## config.mk

```make
export PLATFORM = sky130hd
export DESIGN_NAME = arm_mc_sequencer_flat
export DESIGN_NICKNAME = d
export VERILOG_FILES = /design/src/rtl/arm_mc_sequencer_if.sv /design/src/rtl/arm_mc_sequencer.sv /design/src/flat_wrapper.sv
export SDC_FILE = /design/constraint.sdc
export NUM_CORES = 1
export LEC_CHECK = 0
export ABC_AREA = 1
export CAP_MARGIN = 20
export CORE_ASPECT_RATIO = 0.5
export CORE_MARGIN = 4
export CORE_UTILIZATION = 36
export DETAILED_ROUTE_END_ITERATION = 16
export PLACE_DENSITY = 0.66
export SETUP_SLACK_MARGIN = 0.15
export SKIP_CTS_REPAIR_TIMING = 1
export SYNTH_ARGS = -nofsm -noshare
export SYNTH_HDL_FRONTEND = slang
export SYNTH_SLANG_ARGS = --single-unit
export TNS_END_PERCENT = 20
```

## constraint.sdc

```tcl
create_clock -name clk -period 4.1 [get_ports clk]
set_clock_uncertainty 0.1 [all_clocks]
set_input_delay 0.82 -clock clk [delete_from_list [all_inputs] [get_ports clk]]
set_output_delay 0.82 -clock clk [all_outputs]
set_load 0.02 [all_outputs]
```

## src/rtl/arm_mc_sequencer_if.sv

```systemverilog
`default_nettype none
// ============================================================================
// arm_mc_sequencer_if : fetch, decode-sideband and data-memory bundle of the
//                       multi-cycle sequencer
// Revision 1.0
// ============================================================================
interface arm_mc_sequencer_if #(
    parameter int ADDR_W = 32,
    parameter int CNT_W  = 16
);
    logic [31:0]       inst_in;
    logic              inst_ready;
    logic              cond_pass;
    logic              is_mem_op;
    logic              is_store;
    logic              set_flags;
    logic              branch_taken;
    logic [ADDR_W-1:0] branch_target;
    logic              mem_ready;

    logic              inst_req;
    logic [ADDR_W-1:0] inst_addr;
    logic [31:0]       inst_reg;
    logic              mem_req;
    logic              mem_write_en;
    logic              rd_we_gate;
    logic              cpsr_we_gate;
    logic              halted;
    logic              timeout_err;
    logic [CNT_W-1:0]  retired;
    logic [2:0]        state;

    // The sequencer is the master: it issues the requests and the gates.
    modport master (
        input  inst_in, inst_ready, cond_pass, is_mem_op, is_store,
               set_flags, branch_taken, branch_target, mem_ready,
        output inst_req, inst_addr, inst_reg, mem_req, mem_write_en,
               rd_we_gate, cpsr_we_gate, halted, timeout_err, retired, state
    );

    modport slave (
        output inst_in, inst_ready, cond_pass, is_mem_op, is_store,
               set_flags, branch_taken, branch_target, mem_ready,
        input  inst_req, inst_addr, inst_reg, mem_req, mem_write_en,
               rd_we_gate, cpsr_we_gate, halted, timeout_err, retired, state
    );
endinterface
`default_nettype wire

```

## src/rtl/arm_mc_sequencer.sv

```systemverilog
`default_nettype none
// ============================================================================
// arm_mc_sequencer : FETCH/DECODE/EXEC/MEM/WB control sequencer with memory
//                    ready handshakes, stall timeout and retire counter
// Revision 1.0
// ============================================================================
module arm_mc_sequencer #(
    parameter int                ADDR_W    = 32,
    parameter logic [ADDR_W-1:0] RESET_PC  = '0,
    parameter logic [31:0]       HALT_INST = 32'he3a000bb,
    parameter int                MAX_WAIT  = 15,
    parameter int                CNT_W     = 16
) (
    input  logic                 clk,
    input  logic                 rst,
    arm_mc_sequencer_if.master   bus
);

    typedef enum logic [2:0] {
        S_FETCH  = 3'd0,
        S_DECODE = 3'd1,
        S_EXEC   = 3'd2,
        S_MEM    = 3'd3,
        S_WB     = 3'd4,
        S_HALT   = 3'd5,
        S_ERR    = 3'd6
    } state_t;

    localparam logic [7:0] c_max_wait = 8'(MAX_WAIT);

    state_t            r_state;
    logic [ADDR_W-1:0] r_pc;
    logic [31:0]       r_inst;
    logic              r_halted;
    logic              r_timeout;
    logic [CNT_W-1:0]  r_retired;
    logic [7:0]        r_wait;

    logic [ADDR_W-1:0] w_pc_seq;
    logic [ADDR_W-1:0] w_pc_branch;
    logic [CNT_W-1:0]  w_retired_inc;
    logic              w_stall_timeout;

    assign w_pc_seq        = r_pc + ADDR_W'(4);
    assign w_pc_branch     = bus.branch_target & ~ADDR_W'(3);
    assign w_retired_inc   = (r_retired == '1) ? r_retired : r_retired + CNT_W'(1);
    assign w_stall_timeout = (r_wait == c_max_wait);

    always_ff @(posedge clk) begin
        if (!rst) begin
            r_state   <= S_FETCH;
            r_pc      <= RESET_PC;
            r_inst    <= '0;
            r_halted  <= 1'b0;
            r_timeout <= 1'b0;
            r_retired <= '0;
            r_wait    <= '0;
        end else begin
            case (r_state)
                S_FETCH: begin
                    if (bus.inst_ready) begin
                        r_inst <= bus.inst_in;
                        r_wait <= '0;
                        if (bus.inst_in == HALT_INST) begin
                            r_state  <= S_HALT;
                            r_halted <= 1'b1;
                        end else begin
                            r_state <= S_DECODE;
                        end
                    end else if (w_stall_timeout) begin
                        r_state   <= S_ERR;
                        r_timeout <= 1'b1;
                    end else begin
                        r_wait <= r_wait + 8'd1;
                    end
                end
                S_DECODE: r_state <= S_EXEC;
                S_EXEC: begin
                    // A failed condition retires the instruction as a no-op.
                    if (!bus.cond_pass) begin
                        r_pc      <= w_pc_seq;
                        r_retired <= w_retired_inc;
                        r_state   <= S_FETCH;
                    end else if (bus.is_mem_op) begin
                        r_state <= S_MEM;
                    end else begin
                        r_state <= S_WB;
                    end
                end
                S_MEM: begin
                    // Ready on the final permitted stall still completes the access.
                    if (bus.mem_ready) begin
                        r_wait  <= '0;
                        r_state <= S_WB;
                    end else if (w_stall_timeout) begin
                        r_state   <= S_ERR;
                        r_timeout <= 1'b1;
                    end else begin
                        r_wait <= r_wait + 8'd1;
                    end
                end
                S_WB: begin
                    r_pc      <= bus.branch_taken ? w_pc_branch : w_pc_seq;
                    r_retired <= w_retired_inc;
                    r_state   <= S_FETCH;
                end
                default: r_state <= r_state;
            endcase
        end
    end

    assign bus.inst_req     = (r_state == S_FETCH);
    assign bus.inst_addr    = r_pc;
    assign bus.inst_reg     = r_inst;
    assign bus.mem_req      = (r_state == S_MEM);
    assign bus.mem_write_en = (r_state == S_MEM) && bus.is_store;
    assign bus.rd_we_gate   = (r_state == S_WB) && (!bus.is_store || !bus.is_mem_op);
    assign bus.cpsr_we_gate = (r_state == S_WB) && bus.set_flags;
    assign bus.halted       = r_halted;
    assign bus.timeout_err  = r_timeout;
    assign bus.retired      = r_retired;
    assign bus.state        = r_state;

endmodule
`default_nettype wire

```

## src/flat_wrapper.sv

```systemverilog
// flat-port wrapper written by rule: the top's interface ports become plain ports
module arm_mc_sequencer_flat 
#(
    parameter int                ADDR_W    = 32,
    parameter logic [ADDR_W-1:0] RESET_PC  = '0,
    parameter logic [31:0]       HALT_INST = 32'he3a000bb,
    parameter int                MAX_WAIT  = 15,
    parameter int                CNT_W     = 16
)
  (clk, rst, bus_inst_in, bus_inst_ready, bus_cond_pass, bus_is_mem_op, bus_is_store, bus_set_flags, bus_branch_taken, bus_branch_target, bus_mem_ready, bus_inst_req, bus_inst_addr, bus_inst_reg, bus_mem_req, bus_mem_write_en, bus_rd_we_gate, bus_cpsr_we_gate, bus_halted, bus_timeout_err, bus_retired, bus_state);
  arm_mc_sequencer_if #(.ADDR_W(ADDR_W), .CNT_W(CNT_W)) bus_i ();
  input  logic clk;
  input  logic rst;
  input wire logic [$bits(bus_i.inst_in)-1:0] bus_inst_in;
  input wire logic [$bits(bus_i.inst_ready)-1:0] bus_inst_ready;
  input wire logic [$bits(bus_i.cond_pass)-1:0] bus_cond_pass;
  input wire logic [$bits(bus_i.is_mem_op)-1:0] bus_is_mem_op;
  input wire logic [$bits(bus_i.is_store)-1:0] bus_is_store;
  input wire logic [$bits(bus_i.set_flags)-1:0] bus_set_flags;
  input wire logic [$bits(bus_i.branch_taken)-1:0] bus_branch_taken;
  input wire logic [$bits(bus_i.branch_target)-1:0] bus_branch_target;
  input wire logic [$bits(bus_i.mem_ready)-1:0] bus_mem_ready;
  output wire logic [$bits(bus_i.inst_req)-1:0] bus_inst_req;
  output wire logic [$bits(bus_i.inst_addr)-1:0] bus_inst_addr;
  output wire logic [$bits(bus_i.inst_reg)-1:0] bus_inst_reg;
  output wire logic [$bits(bus_i.mem_req)-1:0] bus_mem_req;
  output wire logic [$bits(bus_i.mem_write_en)-1:0] bus_mem_write_en;
  output wire logic [$bits(bus_i.rd_we_gate)-1:0] bus_rd_we_gate;
  output wire logic [$bits(bus_i.cpsr_we_gate)-1:0] bus_cpsr_we_gate;
  output wire logic [$bits(bus_i.halted)-1:0] bus_halted;
  output wire logic [$bits(bus_i.timeout_err)-1:0] bus_timeout_err;
  output wire logic [$bits(bus_i.retired)-1:0] bus_retired;
  output wire logic [$bits(bus_i.state)-1:0] bus_state;
  assign bus_i.inst_in = bus_inst_in;
  assign bus_i.inst_ready = bus_inst_ready;
  assign bus_i.cond_pass = bus_cond_pass;
  assign bus_i.is_mem_op = bus_is_mem_op;
  assign bus_i.is_store = bus_is_store;
  assign bus_i.set_flags = bus_set_flags;
  assign bus_i.branch_taken = bus_branch_taken;
  assign bus_i.branch_target = bus_branch_target;
  assign bus_i.mem_ready = bus_mem_ready;
  assign bus_inst_req = bus_i.inst_req;
  assign bus_inst_addr = bus_i.inst_addr;
  assign bus_inst_reg = bus_i.inst_reg;
  assign bus_mem_req = bus_i.mem_req;
  assign bus_mem_write_en = bus_i.mem_write_en;
  assign bus_rd_we_gate = bus_i.rd_we_gate;
  assign bus_cpsr_we_gate = bus_i.cpsr_we_gate;
  assign bus_halted = bus_i.halted;
  assign bus_timeout_err = bus_i.timeout_err;
  assign bus_retired = bus_i.retired;
  assign bus_state = bus_i.state;
  arm_mc_sequencer #(.ADDR_W(ADDR_W), .RESET_PC(RESET_PC), .HALT_INST(HALT_INST), .MAX_WAIT(MAX_WAIT), .CNT_W(CNT_W)) u_core (.clk(clk), .rst(rst), .bus(bus_i));
endmodule
```

==> results.cfg, run 1 <==
[place]
gp_congestion = 0.906
dp.cells = 1126
io_buffers = 158
postPlaceCellArea_um2 = 6770
detailed_place_hpwl_mm = 11.3

[synthesis]
seq_area_frac_synth_pct = 36.2
ys.warnings.count = 0
ys_async_sr_fraction_pct = 0
post-synth-top-count-cell = nand2_1
netlist.top_cell.by_area = dfxtp_1
synth_cell_type_count = 34
synthTopCellsByArea = dfxtp_1 36%, nand2_1 15%, nor2_1 12%
synth_top_area_share_pct = 36.2
synth_area_um2 = 5040
synth_edf_count = 0
synthTopCellsByCount = 197 x nand2_1, 158 x nor2_1, 91 x dfxtp_1
ys_ff_latch = 91
syn-mean-instance-area_um2 = 6.30
synth-main-ff-cell = dfxtp_1
synth_cells = 800

[timing]
finalHoldViolCount = 0
period_needed_ns = 2.97
slew_violations = 0
fin_crit_sh_pct = 72.3
hold_slack_ns = 0.361
maxClockFrequency_mhz = 337
totalNegativeSetupSlack_ns = 0
tightest_slew_ns = 0.589
slew_headroom_pct = 60.7
rsz0062_at_grt = false
finalSetupViolations = 0

[worst_setup_path]
crit_path_end_kind = output pin
reg2reg_from = u_core.bus.state[2]$_SDFFE_PN0P_
worst-endpoint-arrival_ns = 2.05
critical_path_class = in -> out
cp-start-kind = input pin
cp.required_ns = 3.18
cp-startpoint = bus_is_store
cp_max_fo = 2

[hold_path]
holdCritPathClass = reg -> reg
min-delay-start = u_core.bus.halted$_SDFFE_PN0P_

[power]
p_clk_share_pct = 33.8
p_leak_uw = 0.00254
irDropWorstVdd_mv = 0.209
p_per_area_nw_per_um2 = 347
switching_power_uw = 811
p_int_uw = 1640
sw_frac_of_total_pct = 33.1
comb_power_share_pct = 25.1
seqPwrFrac_pct = 41.1

[floorplan]
io_pins = 163
die_width_um = 175
coreArea_um2 = 13600
dieArea_um2 = 16100
rows = 30
start_util_pct = 37.0
fp.dieH_um = 91.6

[global_route]
grt_first_pass_wirelength_mm = 25.7
grt_start_max_net_pins = 47
grt_pass1_vias = 5298
track_usage_pct = 19.0
antenna_found_initial = 0
grt_overflow = 0

[final_layout]
fin_util_pct = 51.8
nets = 1021
antennaDiodeCount = 0
syn2layout_area_growth_pct = 40.1
fillerInstances = 1357
stdcell_count = 1142
drive_gt1_share_pct = 4.84
finalInstanceArea_um2 = 7060
largest_register_ffs = 32

[clock_network]
cts_buffer_depth = 2
cts_tree = done
clkLatencyLatePin_ns = 0.34
cts_made_buffers = 9
cts_num_sinks = 91
cts-root-buf = clkbuf_16
htreeDepth = 3
clkTransAtPathRegs_ns = 0.07

[drt]
viasPerCell = 4.91
route.vias.total = 5607
remaining_drc_errors = 0
wl_mm = 15.5
drt-initial-drc-count = 337
wl_per_cell_um = 13.6
dr.pass1.iters = 5
ant_nets = 0

[outcome]
outcome = finished, final reports clean

[job]
cap_violations = 0
## worst max-delay path, cell delays in order
cell and delay [ns]:
clkdlybuf4s50_1 0.48, inv_1 0.05, nor2_1 0.09, clkdlybuf4s50_1 0.61
## cells by family (layout without fill, tap and decap cells)
| kind of cell | Yosys count | count (layout) | synth area share (%) |
|---|---|---|---|
| AOI/OAI and AO/OA | 146 | 146 | 15.2 |
| xor gates and xnor gates | 11 | 11 | 1.91 |
| adders and majority gates | 3 | 3 | 0.745 |
| buffers and inverters | 94 | 243 | 7.82 |
| DFF | 91 | 91 | 36.2 |
| other | 1 | 2 | 0.0744 |
| and+or+nand+nor | 454 | 454 | 38.1 |
## power by group through the flow
stage | Sequential [µW] | Clock, µW | Combinational [µW]
2_1_floorplan | 1100 | 0 | 271
3_3_place_gp | 1020 | 0 | 610
3_5_place_dp | 1030 | 0 | 616
4_1_cts | 1010 | 849 | 620
5_1_grt | 1020 | 886 | 673
6_report | 1010 | 829 | 614
## layout by cell type, fill, tap and decap left out, drive strengths merged
cell / Yosys / routed
nor3: 17 / 17
o211ai: 5 / 5
nand2: 200 / 200
clkbuf: 12 / 9
buf: 19 / 6
or2: 8 / 8
inv: 63 / 68
o31ai: 3 / 3
nor2: 165 / 165
ha: 3 / 3
a211oi: 3 / 3
xor2: 7 / 7
nand4: 10 / 10
o21ai: 67 / 67
xnor2: 4 / 4
clkdlybuf4s50: 0 / 158
a21oi: 66 / 66
nor3b: 1 / 1
nand3: 43 / 43
clkinv: 0 / 2
conb: 1 / 2
dfxtp: 91 / 91
o2111ai: 1 / 1
nand3b: 10 / 10
o22ai: 1 / 1
## cell type report
class,count,area (µm²),area share (%)
clock buffers,9,225,3.19
repair buffers,164,1640,23.2
clock inverters,7,65.1,0.922
multi-input cells,616,2830,40.0
well taps,192,240,3.40
inverters,63,239,3.39
flip-flops and latches,91,1820,25.8
## per-stage QoR
stage	setup slack, ns	power (µW)
after floorplan	2.00	1370
after global placement	1.15	1630
after detailed placement	1.13	1640
after CTS	1.13	2480
after global routing	1.10	2580
final	1.13	2450
## routing by layer
metal,share of wire (%),up-vias,track usage [%]
met5,0,-,0
met4,1.4,0,4.83
met3,6.9,18,5.48
met2,46,154,31.9
met1,45,2557,24.3
li1,-,2878,-
## worst paths after layout
| kind | slack [ns] | cells past startpoint | end |
|---|---|---|---|
| min reg2reg | 0.36 | 2 | u_core.bus.halted$_SDFFE_PN0P_ |
| min | 0.36 | 2 | u_core.bus.halted$_SDFFE_PN0P_ |
| max | 1.13 | 4 | bus_mem_write_en |
| max reg2reg | 1.79 | 9 | u_core.r_wait[4]$_SDFFE_PN0P_ |
No activity file was read; power rests on OpenSTA's default activity.
==> run 2, diff against run 1 <==
- clock period: 4.1 -> 3.05 ns (I/O delays scaled with it)
==> results.cfg, run 2 (same netlist as run 1, synthesis figures left out) <==
[timing]
finalSetupViolations = 0
slew_headroom_pct = 64.8
tightest_slew_ns = 0.525
period_needed_ns = 2.60
maxClockFrequency_mhz = 384
totalNegativeSetupSlack_ns = 0
rsz0062_at_grt = false
worst_slack_ns = 0.448
fin_crit_sh_pct = 85.3
finalHoldViolCount = 0
slew_violations = 0

[global_route]
use_met3_pct = 5.60
grt_use_met2_pct = 32.1
grt.busiest_layer = met2
grt_start_max_net_pins = 47
grt_first_pass_wirelength_mm = 25.4
track_usage_pct = 18.8
grt_overflow = 0
grt_pass1_vias = 5182
met1_usage_pct = 23.6
antenna_found_initial = 0

[worst_setup_path]
ff2ff_path_depth = 9
cp-start-kind = flop
crit_path_end_kind = output pin
critical_path_class = reg -> out
cp.required_ns = 2.34
worst-path-buf-inv = 3
cp_top_family = buffers and inverters
cp_max_fo = 5
cp_common_cell = inv_1
crit_cells = 5
slowest_stage = clkdlybuf4s50_1
path_cells = inv_1, nor2_1, nand2_1, inv_1, clkdlybuf4s50_1
slowest_delay_ns = 0.62
worst-endpoint-arrival_ns = 1.89

[clock_network]
clkLatencyLatePin_ns = 0.35
cts_made_buffers = 9
cts-root-buf = clkbuf_16
cts_buffer_depth = 2
clkTransAtPathRegs_ns = 0.07
cts_num_sinks = 91
cts_tree = done
htreeDepth = 3

[power]
seqPwrFrac_pct = 41.0
sw_frac_of_total_pct = 33.2
irDropWorstVdd_mv = 0.285
p_leak_uw = 0.00255
p_int_uw = 2210
p_per_area_nw_per_um2 = 467
p_clk_share_pct = 33.9
switching_power_uw = 1100
comb_power_share_pct = 25.1

[drt]
route.vias.total = 5640
dr.pass1.iters = 5
wl_mm = 15.4
viasPerCell = 4.92
drt-initial-drc-count = 310
remaining_drc_errors = 0
wl_per_cell_um = 13.5
ant_nets = 0

[place]
io_buffers = 158
place_ws_ns = 0.469
gp_congestion = 0.889
detailed_place_hpwl_mm = 11.3

[final_layout]
largest_register_ffs = 32
nets = 1025
antennaDiodeCount = 0
syn2layout_area_growth_pct = 40.5
final_common_cell = nand2_1
drive_gt1_share_pct = 5.24
final_cell_mix = 197 x nand2_1, 158 x nor2_1, 158 x clkdlybuf4s50_1, 91 x dfxtp_1, 66 x a21oi_1

[outcome]
outcome = finished, final reports clean

[floorplan]
start_util_pct = 37.0
die_width_um = 175
rows = 30
fp.dieH_um = 91.6
coreArea_um2 = 13600
dieArea_um2 = 16100
io_pins = 163

[hold_path]
holdCritPathClass = reg -> reg
hold_path_depth = 2

[job]
cap_violations = 0
run 2: worst register-to-register path, delay by kind of cell, from the launching register on:
family                   cells  cell delay [ns]
flip-flops                   1             0.43
adder cells (fa/ha/maj)      1             0.22
AND/OR/NAND/NOR              5             0.89
buffers and inverters        1             0.15
AO/OA/AOI/OAI                2             0.21
run 2: layer usage:
metal | vias up | share of wire [%] | wire (µm)
met2 | 167 | 47 | 7180
met4 | 0 | 0.89 | 137
li1 | 2888 | - | -
met1 | 2571 | 45 | 6970
met3 | 14 | 7.3 | 1130
met5 | - | 0 | 0
run 2: worst paths after layout:
kind | start | end | slack (ns)
worst max-delay path | u_core.bus.state[0]$_SDFFE_PN0P_ | bus_mem_req | 0.45
worst min-delay path | u_core.bus.halted$_SDFFE_PN0P_ | u_core.bus.halted$_SDFFE_PN0P_ | 0.37
worst max register to register | u_core.bus.retired[0]$_SDFFE_PN0P_ | u_core.bus.retired[3]$_SDFFE_PN0P_ | 0.97
worst min register to register | u_core.bus.halted$_SDFFE_PN0P_ | u_core.bus.halted$_SDFFE_PN0P_ | 0.37
run 2: layout make-up:
cell class	instances	area, µm²
repair buffers	168	1660
clock inverters	7	70.1
multi-input cells	616	2830
well taps	192	240
flip-flops and latches	91	1820
inverters	63	239
fillers	1365	6550
clock buffers	9	225
run 2: per-stage QoR:
step	total power (µW)	area (µm²)	cells	hold WS, ns	util, %
2_1_floorplan	1840	5040	801	0.344	-
3_3_place_gp	2200	6780	1130	0.347	49.8
3_5_place_dp	2210	6780	1130	0.361	49.8
4_1_cts	3340	7080	1146	0.374	51.9
5_1_grt	3480	7080	1146	0.404	51.9
6_report	3300	7080	1146	0.369	51.9
run 2: power by group through the flow:
stage               Combinational, µW  Clock [µW]  Sequential (µW)
floorplan                         364           0             1470
global placement                  824           0             1380
detailed placement                831           0             1380
CTS                               835        1160             1350
global route                      908        1200             1370
finish                            831        1120             1350
==> run 3, diff against run 2 <==
- CORE_ASPECT_RATIO: 0.5 -> default
==> results.cfg, run 3 (same netlist as run 1, synthesis figures left out) <==
[worst_setup_path]
critical_path_class = reg -> out
worst-endpoint-arrival_ns = 1.88
crit_path_end_kind = output pin
slowest_stage = clkdlybuf4s50_1
path_cells = inv_1, nor2_1, nand2_1, inv_1, clkdlybuf4s50_1
cp.required_ns = 2.34
cp_max_fo = 5
cp_common_cell = inv_1
reg2reg_slack_ns = 0.98
slowest_delay_ns = 0.63
cp-start-kind = flop

[floorplan]
coreArea_um2 = 13500
rows = 42
dieArea_um2 = 15900
fp.dieH_um = 126
die_width_um = 126
start_util_pct = 37.4
io_pins = 163

[timing]
rsz0062_at_grt = false
tightest_slew_ns = 0.506
slew_headroom_pct = 66.3
slew_violations = 0
period_needed_ns = 2.59
maxClockFrequency_mhz = 387
fin_crit_sh_pct = 84.8
worst_slack_ns = 0.463
finalSetupViolations = 0
finalHoldViolCount = 0
totalNegativeSetupSlack_ns = 0

[final_layout]
drive_gt1_share_pct = 4.94
fin_util_pct = 52.2
final_common_cell = nand2_1
finalInstanceArea_um2 = 7030
final_cell_mix = 197 x nand2_1, 158 x nor2_1, 158 x clkdlybuf4s50_1, 91 x dfxtp_1, 66 x a21oi_1
nets = 1022
largest_register_ffs = 32
fillerInstances = 1384
syn2layout_area_growth_pct = 39.5
antennaDiodeCount = 0

[place]
postPlaceCellArea_um2 = 6740
gp_congestion = 0.935
detailed_place_hpwl_mm = 11.2
place_ws_ns = 0.488
io_buffers = 158

[drt]
dr.pass1.iters = 5
drt-initial-drc-count = 372
route.vias.total = 5489
remaining_drc_errors = 0
ant_nets = 0
wl_mm = 15.3
viasPerCell = 4.87
wl_per_cell_um = 13.6

[outcome]
outcome = finished, final reports clean

[global_route]
antenna_found_initial = 0
grt_first_pass_wirelength_mm = 25.3
grt_start_max_net_pins = 52
grt_overflow = 0
grt_pass1_vias = 5261
track_usage_pct = 19.0

[power]
irDropWorstVdd_mv = 0.328
p_leak_uw = 0.00254
p_int_uw = 2230
comb_power_share_pct = 25.3
p_clk_share_pct = 33.1
seqPwrFrac_pct = 41.6
p_total_uw = 3250
p_per_area_nw_per_um2 = 463
sw_frac_of_total_pct = 31.5
switching_power_uw = 1020

[clock_network]
clkLatencyLatePin_ns = 0.34
cts_buffer_depth = 2
cts_num_sinks = 91
cts_tree = done
cts-root-buf = clkbuf_16
cts_made_buffers = 9
clkTransAtPathRegs_ns = 0.06
htreeDepth = 3

[job]
cap_violations = 0

[hold_path]
holdCritPathClass = reg -> reg
==> run 3: layout make-up <==
cell class,instances,area (µm²),share of cell area (%)
multi-input cells,616,2830,40.2
flip-flops and latches,91,1820,25.9
repair buffers,165,1630,23.3
clock buffers,11,253,3.60
inverters,63,239,3.40
well taps,176,220,3.13
clock inverters,5,35.0,0.498
==> run 3: critical path, delay by kind of cell, from the launching register on <==
| family | cells | cell delay (ns) |
|---|---|---|
| flip-flops | 1 | 0.40 |
| AND/OR/NAND/NOR | 2 | 0.27 |
| buffers and inverters | 3 | 0.86 |
==> run 3: stage by stage <==
step                hold WS [ns]  instances
floorplan                  0.344        801
global placement           0.342       1111
detailed placement         0.347       1111
CTS                        0.366       1127
global route               0.387       1127
finish                     0.366       1127
==> run 3: worst paths after layout <==
kind	end	cells past startpoint	start
worst max register to register	u_core.bus.retired[5]$_SDFFE_PN0P_	9	u_core.bus.retired[0]$_SDFFE_PN0P_
worst min register to register	u_core.bus.halted$_SDFFE_PN0P_	2	u_core.bus.halted$_SDFFE_PN0P_
worst max-delay path	bus_mem_req	5	u_core.bus.state[0]$_SDFFE_PN0P_
worst min-delay path	u_core.bus.halted$_SDFFE_PN0P_	2	u_core.bus.halted$_SDFFE_PN0P_
==> run 3: power groups by stage <==
| stage | clock network, µW | registers [µW] | logic (µW) |
|---|---|---|---|
| finish | 1080 | 1350 | 824 |
| global route | 1150 | 1370 | 913 |
| floorplan | 0 | 1470 | 364 |
| detailed placement | 0 | 1380 | 829 |
| CTS | 1120 | 1350 | 834 |
| global placement | 0 | 1380 | 831 |
==> run 3: layer usage <==
metal	share of wire, %	vias up	track usage, %	routed length, µm
met3	8.5	22	5.76	1300
met2	45	190	30.4	6830
li1	-	2877	-	-
met1	45	2400	24.6	6940
met5	0	-	0	0
met4	1.7	0	6.62	268
==> patch (config.mk and constraints of run 2) <==
Reset style: asynchronous (`rst`), changed in one clocked block.
--- a/src/rtl/arm_mc_sequencer.sv
+++ b/src/rtl/arm_mc_sequencer.sv
@@ -48,3 +48,3 @@
 
-    always_ff @(posedge clk) begin
+    always_ff @(posedge clk or negedge rst) begin
         if (!rst) begin
Function: differs if rst is asserted again (counterexample within 4 cycles, from zero or initial values and one cycle with rst low); with rst held inactive, the same outputs for 4 cycles.
==> patch against run 2 <==
Final area is 4.8% higher. Utilization fell by 0.70 points. Area after synthesis rose by 5.9%. Worst setup slack got worse by 0.066 ns. Sequential cell count stayed put. Die area increased by 5.5%. Wire length down 1.2%. Hold slack worse by 0.21 ns.
Power is not compared: it rests on default switching activity, and its combinational part moved more than twofold at a synthesized area within 25%.
==> patch: results (changes against run 2) <==
Parameter                              Value

Outcome
  Result of the run ... finished, final reports clean

Synthesis
  Ranking of synthesized cells by area ... sky130_fd_sc_hd__dfrtp_1 (43%), sky130_fd_sc_hd__nand2_1 (16%), sky130_fd_sc_hd__nor2_1 (6.9%)
  Top FF cell, synth ... sky130_fd_sc_hd__dfrtp_1
  Number of distinct library cells after synthesis ... 39 (+15%)
  Post-synth top cells ... sky130_fd_sc_hd__nand2_1 (222), sky130_fd_sc_hd__nor2_1 (98), sky130_fd_sc_hd__dfrtp_1 (91), sky130_fd_sc_hd__inv_1 (56), sky130_fd_sc_hd__nand3_1 (50)
  Async set-or-reset flop fraction in the synthesized netlist ... 100% (+100 points)
  Proportion of synthesized chip area in sequential cells ... 42.7% (+6.5 points)

Setup path
  Worst reg2reg endpoint ... u_core.bus.inst_addr[22]$_DFFE_PN0P_
  Crit-path max FO ... 6 (+1)
  Worst Reg2Reg Path Length in Cells ... 10 (+1)
  WP data arrival ... 1.96 ns (+0.07 ns)
  Timing startpoint of the critical path ... u_core.bus.state[2]$_DFFE_PN0P_
  R2r setup slk ... 0.90 ns (-0.07 ns)
  Timing endpoint of the critical path ... bus_mem_write_en
  Origin of the critical flop-to-flop path ... u_core.bus.inst_addr[2]$_DFFE_PN0P_

Clock tree
  Max Buffers Root-to-Sink ... 2 (unchanged)

Final layout
  Number of nets at the end of the flow ... 957 (-6.6%)
  Share of layout cells above drive strength 1 ... 9.03% (+3.8 points)

Routing
  Number of vias per cell ... 4.85 (-1.4%)
  Number of iterations in the first detailed-routing pass ... 4 (-1)
  DRC marker count from the first detailed-route iteration ... 176 (-43%)
  Total wire length ... 15200 um (-1.2%)

Place
  Estimated wirelength of the detail-placed design ... 11500 um (+1.9%)
  Cell area after placement ... 7130 um^2 (+5.1%)
  Count of port buffers added during placement ... 158 (unchanged)
  Setup Slack @ Placement ... 0.520 ns (+0.0501 ns)
  Final weighted congestion in routability-driven placement ... 0.916 (+2.9%)

Timing
  Max transition margin ... 46.3% (-18 points)
  Shortest clock period the worst path allows after layout ... 2.67 ns (+0.0660 ns)

Global route
  Pin count of the biggest net entering global routing ... 64 (+36%)
  Wire length of the first global-routing pass ... 25300 um (-0.19%)
  Overall Global Routing Usage ... 18.1% (-0.76 points)
  Vias in the first global route ... 5166 (-0.31%)

Pwr
  Cell-internal power ... 3.94 mW

Worst hold path
  HP Class ... in2async
patch: worst min-delay path by stage:
stage               slack [ns]                          startpoint                              endpoint  cells past startpoint
finish                    0.16                                 rst  u_core.bus.inst_addr[20]$_DFFE_PN0P_                      1
global route              0.19                                 rst  u_core.bus.inst_addr[20]$_DFFE_PN0P_                      1
CTS                       0.17                                 rst  u_core.bus.inst_addr[23]$_DFFE_PN0P_                      1
detailed placement        0.35  u_core.bus.timeout_err$_DFFE_PN0P_    u_core.bus.timeout_err$_DFFE_PN0P_                      2
global placement          0.35  u_core.bus.timeout_err$_DFFE_PN0P_    u_core.bus.timeout_err$_DFFE_PN0P_                      2
floorplan                 0.21                                 rst         u_core.bus.halted$_DFFE_PN0P_                      0
patch: logic make-up (layout without fill, tap and decap cells):
group | Yosys count | after routing | share of synthesized area [%]
buffers and inverters | 83 | 243 | 6.50
adder cells (fa/ha/maj) | 3 | 3 | 0.704
AND/OR/NAND/NOR | 422 | 422 | 33.5
AO/OA/AOI/OAI | 83 | 83 | 8.56
multiplexers | 23 | 23 | 4.86
XOR/XNOR | 19 | 19 | 3.12
flip-flops | 91 | 91 | 42.7
other | 1 | 2 | 0.0703
patch: layout make-up:
type / instances / area [um^2]
Sequential cell: 91 / 2280
Multi-Input combinational cell: 552 / 2710
Timing Repair Buffer: 163 / 1640
Clock buffer: 9 / 225
Tap cell: 198 / 248
Inverter: 64 / 245
Clock inverter: 7 / 63.8
Fill cell: 1419 / 7050
patch: power groups by stage:
stage / clock network, mW / logic (mW) / registers [mW]
floorplan: 0 / 1.78 / 2.74
finish: 1.11 / 3.77 / 2.30
CTS: 1.15 / 3.82 / 2.30
global placement: 0 / 3.74 / 2.29
global route: 1.20 / 4.16 / 2.39
detailed placement: 0 / 3.81 / 2.31
patch: worst max-delay path: stages, from the launching register on:
cell and delay [ns]:
sky130_fd_sc_hd__dfrtp_1 0.47, sky130_fd_sc_hd__inv_2 0.12, sky130_fd_sc_hd__nand2_1 0.10, sky130_fd_sc_hd__nor2_4 0.16, sky130_fd_sc_hd__inv_1 0.08, sky130_fd_sc_hd__nor2_1 0.08, sky130_fd_sc_hd__clkdlybuf4s50_1 0.60
patch: metal layers:
metal  routed length (um)  GRT usage [%]  up-vias
met2                 7350           31.9      136
li1                     -              -     2648
met5                    0              0        -
met1                 6690           22.2     2463
met4                  134           3.33        0
met3                 1060           5.76       11
patch: metrics by stage:
step	hold WS (ns)	power, mW	cells
2_1_floorplan	0.214	4.52	726
6_report	0.155	7.18	1084
4_1_cts	0.165	7.26	1084
3_5_place_dp	0.348	6.11	1068
5_1_grt	0.191	7.74	1084
3_3_place_gp	0.349	6.03	1068
